--- src/rtl/mul_issue_ctrl.sv ---
// Issue/format front-end for the pipelined 64x64 multiplier serving RV64M MUL*.
// Decodes the request, drives the multiplier, formats its product, and keeps a one-entry product cache.
module mul_issue_ctrl #(
  parameter int TAG_W    = 5,
  parameter bit CACHE_EN = 1'b1,
  parameter int TIMEOUT  = 15
) (
  input  logic             clk,
  input  logic             rst,
  input  logic             req_valid_i,
  output logic             req_ready_o,
  input  logic [2:0]       funct3_i,
  input  logic             word_i,
  input  logic [63:0]      rs1_i,
  input  logic [63:0]      rs2_i,
  input  logic [TAG_W-1:0] tag_i,
  input  logic             flush_i,
  output logic             resp_valid_o,
  input  logic             resp_ready_i,
  output logic [63:0]      resp_data_o,
  output logic [TAG_W-1:0] resp_tag_o,
  output logic             resp_err_o,
  output logic             mul_req_valid_o,
  output logic             mul_block_o,
  output logic [63:0]      mul_op_1_o,
  output logic [63:0]      mul_op_2_o,
  output logic             mul_sign_op_1_o,
  output logic             mul_sign_op_2_o,
  input  logic [63:0]      mul_result_l_i,
  input  logic [63:0]      mul_result_h_i,
  input  logic             mul_ready_i,
  input  logic             mul_valid_i
);

  localparam int CNT_W = $clog2(TIMEOUT + 1);

  typedef enum logic [1:0] {IDLE, ISSUE, WAIT, RESP} state_t;

  state_t             state_reg, state_next;
  logic [63:0]        op1_reg, op2_reg;
  logic               sign1_reg, sign2_reg;
  logic               high_reg, word_reg;
  logic [TAG_W-1:0]   tag_reg;
  logic [63:0]        data_reg;
  logic               err_reg;
  logic [CNT_W-1:0]   cnt_reg;
  logic               cache_valid_reg;
  logic [63:0]        key_op1_reg, key_op2_reg;
  logic               key_sign1_reg, key_sign2_reg;
  logic [127:0]       cache_prod_reg;

  logic               is_illegal, is_word, is_high;
  logic               f_sign1, f_sign2;
  logic [63:0]        f_op1, f_op2;
  logic               ops_match, signs_match, cache_hit;
  logic [63:0]        hit_data, res_data;
  logic               accept, mul_done, timeout_hit;
  logic               unused_mul_ready;

  // The multiplier's ready is not needed: issue is paced purely by our state.
  assign unused_mul_ready = mul_ready_i;

  assign is_illegal = funct3_i[2];
  assign is_word    = (funct3_i == 3'b000) && word_i;
  assign is_high    = (funct3_i != 3'b000);
  assign f_sign1    = (funct3_i != 3'b011);
  assign f_sign2    = (funct3_i == 3'b000) || (funct3_i == 3'b001);
  assign f_op1      = is_word ? {{32{rs1_i[31]}}, rs1_i[31:0]} : rs1_i;
  assign f_op2      = is_word ? {{32{rs2_i[31]}}, rs2_i[31:0]} : rs2_i;

  // A low-half MUL hits on operands alone; the low 64 bits do not depend on signedness.
  assign ops_match   = (f_op1 == key_op1_reg) && (f_op2 == key_op2_reg);
  assign signs_match = (f_sign1 == key_sign1_reg) && (f_sign2 == key_sign2_reg);
  assign cache_hit   = CACHE_EN && cache_valid_reg && !is_illegal && ops_match &&
                       (is_high ? signs_match : !is_word);
  assign hit_data    = is_high ? cache_prod_reg[127:64] : cache_prod_reg[63:0];

  assign res_data = word_reg ? {{32{mul_result_l_i[31]}}, mul_result_l_i[31:0]} :
                    high_reg ? mul_result_h_i : mul_result_l_i;

  assign accept      = req_valid_i && (state_reg == IDLE);
  assign mul_done    = (state_reg == WAIT) && !flush_i && mul_valid_i;
  assign timeout_hit = (state_reg == WAIT) && !flush_i && !mul_valid_i &&
                       (cnt_reg == CNT_W'(TIMEOUT - 1));

  always_comb begin
    state_next = state_reg;
    case (state_reg)
      IDLE:    if (accept) state_next = (is_illegal || cache_hit) ? RESP : ISSUE;
      ISSUE:   state_next = flush_i ? IDLE : WAIT;
      WAIT: begin
        if (flush_i)                         state_next = IDLE;
        else if (mul_valid_i || timeout_hit) state_next = RESP;
      end
      RESP:    if (flush_i || resp_ready_i) state_next = IDLE;
      default: state_next = IDLE;
    endcase
  end

  assign req_ready_o     = (state_reg == IDLE);
  assign resp_valid_o    = (state_reg == RESP);
  assign resp_data_o     = data_reg;
  assign resp_tag_o      = tag_reg;
  assign resp_err_o      = err_reg;
  assign mul_req_valid_o = (state_reg == ISSUE);
  assign mul_block_o     = (((state_reg == ISSUE) || (state_reg == WAIT)) && flush_i) || timeout_hit;
  assign mul_op_1_o      = op1_reg;
  assign mul_op_2_o      = op2_reg;
  assign mul_sign_op_1_o = sign1_reg;
  assign mul_sign_op_2_o = sign2_reg;

  always_ff @(posedge clk) begin
    if (rst) begin
      state_reg       <= IDLE;
      op1_reg         <= '0;
      op2_reg         <= '0;
      sign1_reg       <= 1'b0;
      sign2_reg       <= 1'b0;
      high_reg        <= 1'b0;
      word_reg        <= 1'b0;
      tag_reg         <= '0;
      data_reg        <= '0;
      err_reg         <= 1'b0;
      cnt_reg         <= '0;
      cache_valid_reg <= 1'b0;
      key_op1_reg     <= '0;
      key_op2_reg     <= '0;
      key_sign1_reg   <= 1'b0;
      key_sign2_reg   <= 1'b0;
      cache_prod_reg  <= '0;
    end else begin
      state_reg <= state_next;
      if (accept) begin
        op1_reg   <= f_op1;
        op2_reg   <= f_op2;
        sign1_reg <= f_sign1;
        sign2_reg <= f_sign2;
        high_reg  <= is_high;
        word_reg  <= is_word;
        tag_reg   <= tag_i;
        data_reg  <= cache_hit ? hit_data : '0;
        err_reg   <= is_illegal;
      end
      if (state_reg == ISSUE)     cnt_reg <= '0;
      else if (state_reg == WAIT) cnt_reg <= cnt_reg + 1'b1;
      // Only a product that actually arrived, unflushed, may refill the cache.
      if (mul_done) begin
        data_reg        <= res_data;
        cache_valid_reg <= 1'b1;
        key_op1_reg     <= op1_reg;
        key_op2_reg     <= op2_reg;
        key_sign1_reg   <= sign1_reg;
        key_sign2_reg   <= sign2_reg;
        cache_prod_reg  <= {mul_result_h_i, mul_result_l_i};
      end
      if (timeout_hit) begin
        data_reg <= '0;
        err_reg  <= 1'b1;
      end
    end
  end

endmodule

--- config.mk ---
export PLATFORM = sky130hd
export DESIGN_NAME = mul_issue_ctrl
export DESIGN_NICKNAME = d
export VERILOG_FILES = /design/src/rtl/mul_issue_ctrl.sv
export SDC_FILE = /design/constraint.sdc
export NUM_CORES = 1
export LEC_CHECK = 0
export BUFFER_PORTS_ARGS = -buffer_cell sky130_fd_sc_hd__buf_2
export CORE_UTILIZATION = 49
export DETAILED_ROUTE_END_ITERATION = 7
export GPL_ROUTABILITY_DRIVEN = 0
export HOLD_SLACK_MARGIN = 0.1
export PLACE_DENSITY = 0.76
export SKIP_CTS_REPAIR_TIMING = 1
export SYNTH_ARGS = -nofsm -noshare
export SYNTH_HDL_FRONTEND = slang
export SYNTH_SLANG_ARGS = --single-unit
--- constraint.sdc ---
create_clock -name clk -period 3.09 [get_ports clk]
set_input_delay 0.309 -clock clk [delete_from_list [all_inputs] [get_ports clk]]
set_output_delay 0.309 -clock clk [all_outputs]
set_load 0.03 [all_outputs]
## Word-level counts from Yosys, hierarchy flattened

Cells that the tools add are included.

| cells by class | value |
|---|---|
| add/subtract/negate cells | 1 |
| eq/ne operators | 13 |
| mux-type cells | 18 |
| reduce and logical (&&, ||, !) cells | 30 |

Operators with widths:

| operator | count |
|---|---|
| $mux W64 | 8 |
| $eq A64 B64 Y1 | 2 |
| $logic_and A1 B1 Y1 | 12 |
| $mux W2 | 6 |
| $pmux W2 S4 | 1 |
| $logic_or A1 B1 Y1 | 6 |
| $ne A3 B2 Y1 const B | 2 |
| $add A4 B1 Y4 const B | 1 |
| $eq A2 B2 Y1 const B | 2 |
| $eq A4 B4 Y1 const B | 1 |
| $logic_not A1 Y1 | 4 |
| $ne A2 B1 Y1 const B | 2 |
| $reduce_bool A2 Y1 | 2 |
| $reduce_or A2 Y1 | 2 |
| $eq A3 B1 Y1 const B | 1 |
| $logic_not A3 Y1 | 1 |
| $mux W1 | 3 |
| $reduce_and A3 Y1 | 1 |
| $reduce_bool A3 Y1 | 1 |
| $eq A1 B1 Y1 | 2 |
| $eq A2 B1 Y1 const B | 1 |
| $logic_not A2 Y1 | 1 |

| word-level totals | value |
|---|---|
| register bits after elaboration | 467 |
| input port bits | 272 |
| output and inout bits | 204 |
| word-level logic and storage cells | 79 |

## Depth between registers and ports, before layout

| depth | value |
|---|---|
| depth in word-level cells | 11 |
| mapped depth | 11 |
| gate-level depth less buffers | 9 |

## Worst setup path after synthesis

OpenSTA, ideal clock, no wires.

| path | value |
|---|---|
| path type | register to register |
| from | register key_op1_reg[19] |
| to | register data_reg[33] (netlist: resp_data_o[33]) |
| setup time | 67 ps |
| arrival | 2912 ps |
| data required time | 3023 ps |
| slack | 111 ps |
| stages on the path, launching flop included | 10 |
| buffers on the path | 1 |
| clock period less this slack | 2979 ps |
| path through | dfxtp_1 > nor2b_1 > a2111o_1 > or4_1 > or4_1 > nor3_1 > nand4_1 > or4_4 > buf_6 > o21ai_2 |

| on the way | value |
|---|---|
| word-level cells in the longest chain between the ends | 7 |

RTL lines:

| item | RTL line | text |
|---|---|---|
| start: declaration | 48 | `logic [63:0] key_op1_reg, key_op2_reg;` |
| start signal: assignment | 150 | `key_op1_reg <= op1_reg;` |
| $eq A64 B64 Y1 | 72 | `assign ops_match = (f_op1 == key_op1_reg) && (f_op2 == key_op2_reg);` |
| $logic_and A1 B1 Y1 | 72 |  |
| $logic_and A1 B1 Y1 (2 in series) | 74 | `assign cache_hit = CACHE_EN && cache_valid_reg && !is_illegal && ops_match &&` |
| $mux W64 | 141 | `data_reg <= cache_hit ? hit_data : '0;` |
| $mux W64 | 133 | `if (accept) begin` |
| $mux W64 | 147 | `if (mul_done) begin` |
| end signal: assignment | 141 |  |
| end signal: assignment | 148 | `data_reg <= res_data;` |
| end: declaration | 44 | `logic [63:0] data_reg;` |

Every way passes these cells. The select of a mux whose other input is x is not followed.
A chain may end at the register's enable or synchronous reset.

## Worst setup path in the final report

| path | value |
|---|---|
| from | input rs1_i[7] |
| to | register data_reg[19] (netlist: resp_data_o[19]) |

| on the way | value |
|---|---|
| word-level cells in the longest chain between the ends | 8 |

RTL lines:

| item | RTL line | text |
|---|---|---|
| start: declaration | 14 | `input logic [63:0] rs1_i,` |
| $mux W64 | 68 | `assign f_op1 = is_word ? {{32{rs1_i[31]}}, rs1_i[31:0]} : rs1_i;` |
| $eq A64 B64 Y1 | 72 |  |
| $logic_and A1 B1 Y1 | 72 |  |
| $logic_and A1 B1 Y1 (2 in series) | 74 |  |
| $mux W64 | 141 |  |
| $mux W64 | 133 |  |
| $mux W64 | 147 |  |

Every way passes these cells. The select of a mux whose other input is x is not followed.

==> run metrics <==
worst reg2reg path endpoint=resp_data_o[19]$_SDFFE_PP0P_; Final Slew Violations=0; detail-routed via count per cell=between 5 and 6; number of synthesized flops with an enable pin=0; Synth Area per Inst=~7.7 um^2; ys async rst share=0%; vias in the first global route=20,300; status=finished clean; Mapped Nets=roughly 3,000; Max VDD drop=0.582 mV; synthesized cell area=21,100 um^2; dpl ws=-0.505 ns; met2 Use GR=approximately half; GRT Resource Usage Total=between 30% and 40%; Initial DRT Pass Iterations=6; Synth Area in XOR/XNOR=2.91%; Nets=approximately 3,600; Iteration-0 DRC Markers=between 2,000 and 3,000; Num CTS Buffers=between 40 and 50; post-synth cell types=60; Worst EP arrival=3.59 ns; fraction of layout cells with a size suffix above 1=20.5%; Worst R2R Start=key_op1_reg[7]$_SDFFE_PP0P_; CTS tree=done; top_reg_cell synth=dfxtp_1; number of vias in the routed layout=~23,000; combinational family with the most area after synthesis=simple AND/OR/NAND/NOR gates; Clock Latency Late Sink=~0.60 ns; Initial Utilization=approximately half; Die Width=209 um; first-pass GRT wire length=between 100 and 150 mm; Post-Synth Adder-Cell Area=less than 1%; Leak=0.0113 uW; R2R Setup Slk=about 0.03 ns; period utilization=roughly 100%; Crit path max-delay family=simple AND/OR/NAND/NOR gates; crit path capture=resp_data_o[19]$_SDFFE_PP0P_; cells along the critical path=dlygate4sd3_1 > buf_2 > nand2b_1 > or4b_2 > nor4_2 > buf_4 > nand4_1 > or4b_1 > nor3_2 > buf_12 > a21o_1; Routed wire per std cell=roughly 19 um; Synth Area in Simple Gates=a little under a quarter; busiest metal layer after global routing=met2; CP max stage cell=or4b_2; Area Growth Syn to Fin=33.1%; Filler cells=3,385; Die ar.=approximately 44,000 um^2; Yosys reg bits=467; clock sink count=467; IO Count=476; slowest stage delay, CP=~0.65 ns; final setup skew=~0.033 ns; most common cell in the netlist=nand2_1; GR Overflow Total=0; FMAX=0.324 GHz; worst slew pin tran=0.969 ns; max reg flops=between 100 and 150; Critical Path RT=~3.6 ns; Reg2Reg Depth=9; H-tree Lvls=2; register area share after synthesis=roughly 44%; initial antenna violation count=4; max-cap viol count=0; critical path buffer and inverter count=4; CP Capture Type=flop; post-synthesis compound-gate area fraction=around a fifth; clk buf depth=3; list of most frequent post-synthesis cells=772 x nand2_1, 467 x dfxtp_1, 355 x a21oi_1; post-synth top area share=approximately 44%; CP max FO=33; core area=approximately 42,000 um^2; met3 global-route usage=7.35%; # port buffers=approximately 470; Pwr Density=between 600 and 700 nW/um^2; number of synthesis warnings=0; minimum clock period=between 3 and 4 ns; CP Depth=11; Slew headroom=around 35%; synth top area cells=dfxtp_1 44%, nand2_1 14%, a21oi_1 8.4%; largest net degree at the start of global routing=slightly below 200; DR DRC count=0; Hold Violations, Final=0; Final Cell Area=about 28,000 um^2; area post-placement=around 24,000 um^2; HPWL after DPL=47.8 mm; post-route ant nets=0; Setup Viol. Count Final=0; Startpoint Class=input pin; cell taking the most area after synthesis=dfxtp_1; number of core rows=75; final worst slack=roughly 0.0064 ns; Cells after Synth=between 2,000 and 3,000; drt total wl=between 70 and 80 mm; worst hold path type=in -> reg; met1 GRT Util=between 30% and 40%; Die Y=~210 um; kind of critical path=in -> reg; Root Buffer=clkbuf_16; worst setup path start=rs1_i[7]; Reg clk slew, reported paths=0.06 ns; multiplexer share of the synthesized area=under 10%
cells in the final DEF (no fill, tap or decap), types with 58 or more instances in the layout:
| cell | instances |
|---|---|
| dfxtp_1 | 463 |
| nand2_1 | 770 |
| nor3_1 | 109 |
| a211oi_1 | 71 |
| mux2i_1 | 67 |
| a311oi_1 | 61 |
| nor2_1 | 90 |
| inv_1 | 58 |
| dlygate4sd3_1 | 222 |
| buf_2 | 473 |
| a21oi_1 | 355 |
| buf_4 | 66 |
| o21ai_0 | 72 |
final cells by class:
| cell class | count | area (um^2) | share of cell area [%] |
|---|---|---|---|
| Clock inverter | 14 | 133 | 0.473 |
| Multi-Input combinational cell | 2007 | 10800 | 38.4 |
| Timing Repair Buffer | 778 | 5430 | 19.3 |
| Inverter | 59 | 221 | 0.789 |
| Tap cell | 539 | 674 | 2.40 |
| Clock buffer | 72 | 1460 | 5.21 |
| Sequential cell | 467 | 9350 | 33.3 |
| Antenna cell | 5 | 12.5 | 0.0446 |
report_power, final:
part	switching (uW)	total (uW)	internal (uW)
clock	2480	5900	3430
sequential	606	7410	6800
combinational	4090	5940	1850
total	7170	19300	12100
kinds of logic (layout without fill, tap and decap cells):
kind of cell / count (synthesis) / in the layout
compound gates: 695 / 695
xor+xnor: 70 / 70
fa+ha+maj: 6 / 6
buf+inv: 281 / 923
flops: 467 / 467
mux: 67 / 67
other cells: 0 / 5
simple gates: 1169 / 1169
layer usage:
layer  up-vias  wire length [um]
met4         0              3400
met5         -                 0
li1      10700                 -
met3       270              7580
met1     10800             30000
met2      1343             35700
tightest hold or removal path: cells and delay by family:
family	cells	cell delay (ns)
simple gates	1	0.12
compound gates	1	0.08
buf+inv	1	0.12
stage by stage:
step | hold slack, ns | utilization, % | total power (uW) | TNS (ns) | std cells
2_1_floorplan | 0.436 | - | 11100 | 0 | 2755
4_1_cts | -0.0678 | 60.8 | 18900 | -7.43 | 3711
6_report | 0.0837 | 66.5 | 19300 | 0 | 3941
3_3_place_gp | 0.439 | 57.1 | 12900 | -23.89 | 3625
3_5_place_dp | 0.446 | 57.1 | 13100 | -25.17 | 3625
5_1_grt | 0.108 | 66.5 | 20000 | -0.00587 | 3938
worst min-delay path by stage:
stage                                           startpoint                               end  slack (ns)  cells past startpoint
after floorplan           cache_prod_reg[100]$_SDFFE_PP0P_  cache_prod_reg[100]$_SDFFE_PP0P_        0.44                      2
after global placement          resp_tag_o[3]$_SDFFE_PP0P_        resp_tag_o[3]$_SDFFE_PP0P_        0.44                      2
after detailed placement   cache_prod_reg[26]$_SDFFE_PP0P_   cache_prod_reg[26]$_SDFFE_PP0P_        0.45                      2
after CTS                                         tag_i[1]        resp_tag_o[1]$_SDFFE_PP0P_       -0.07                      3
after global routing                             rs1_i[55]       mul_op_1_o[55]$_SDFFE_PP0P_        0.11                      3
final                                            rs2_i[62]       mul_op_2_o[62]$_SDFFE_PP0P_        0.08                      3
(Power assumes the default switching activity.)
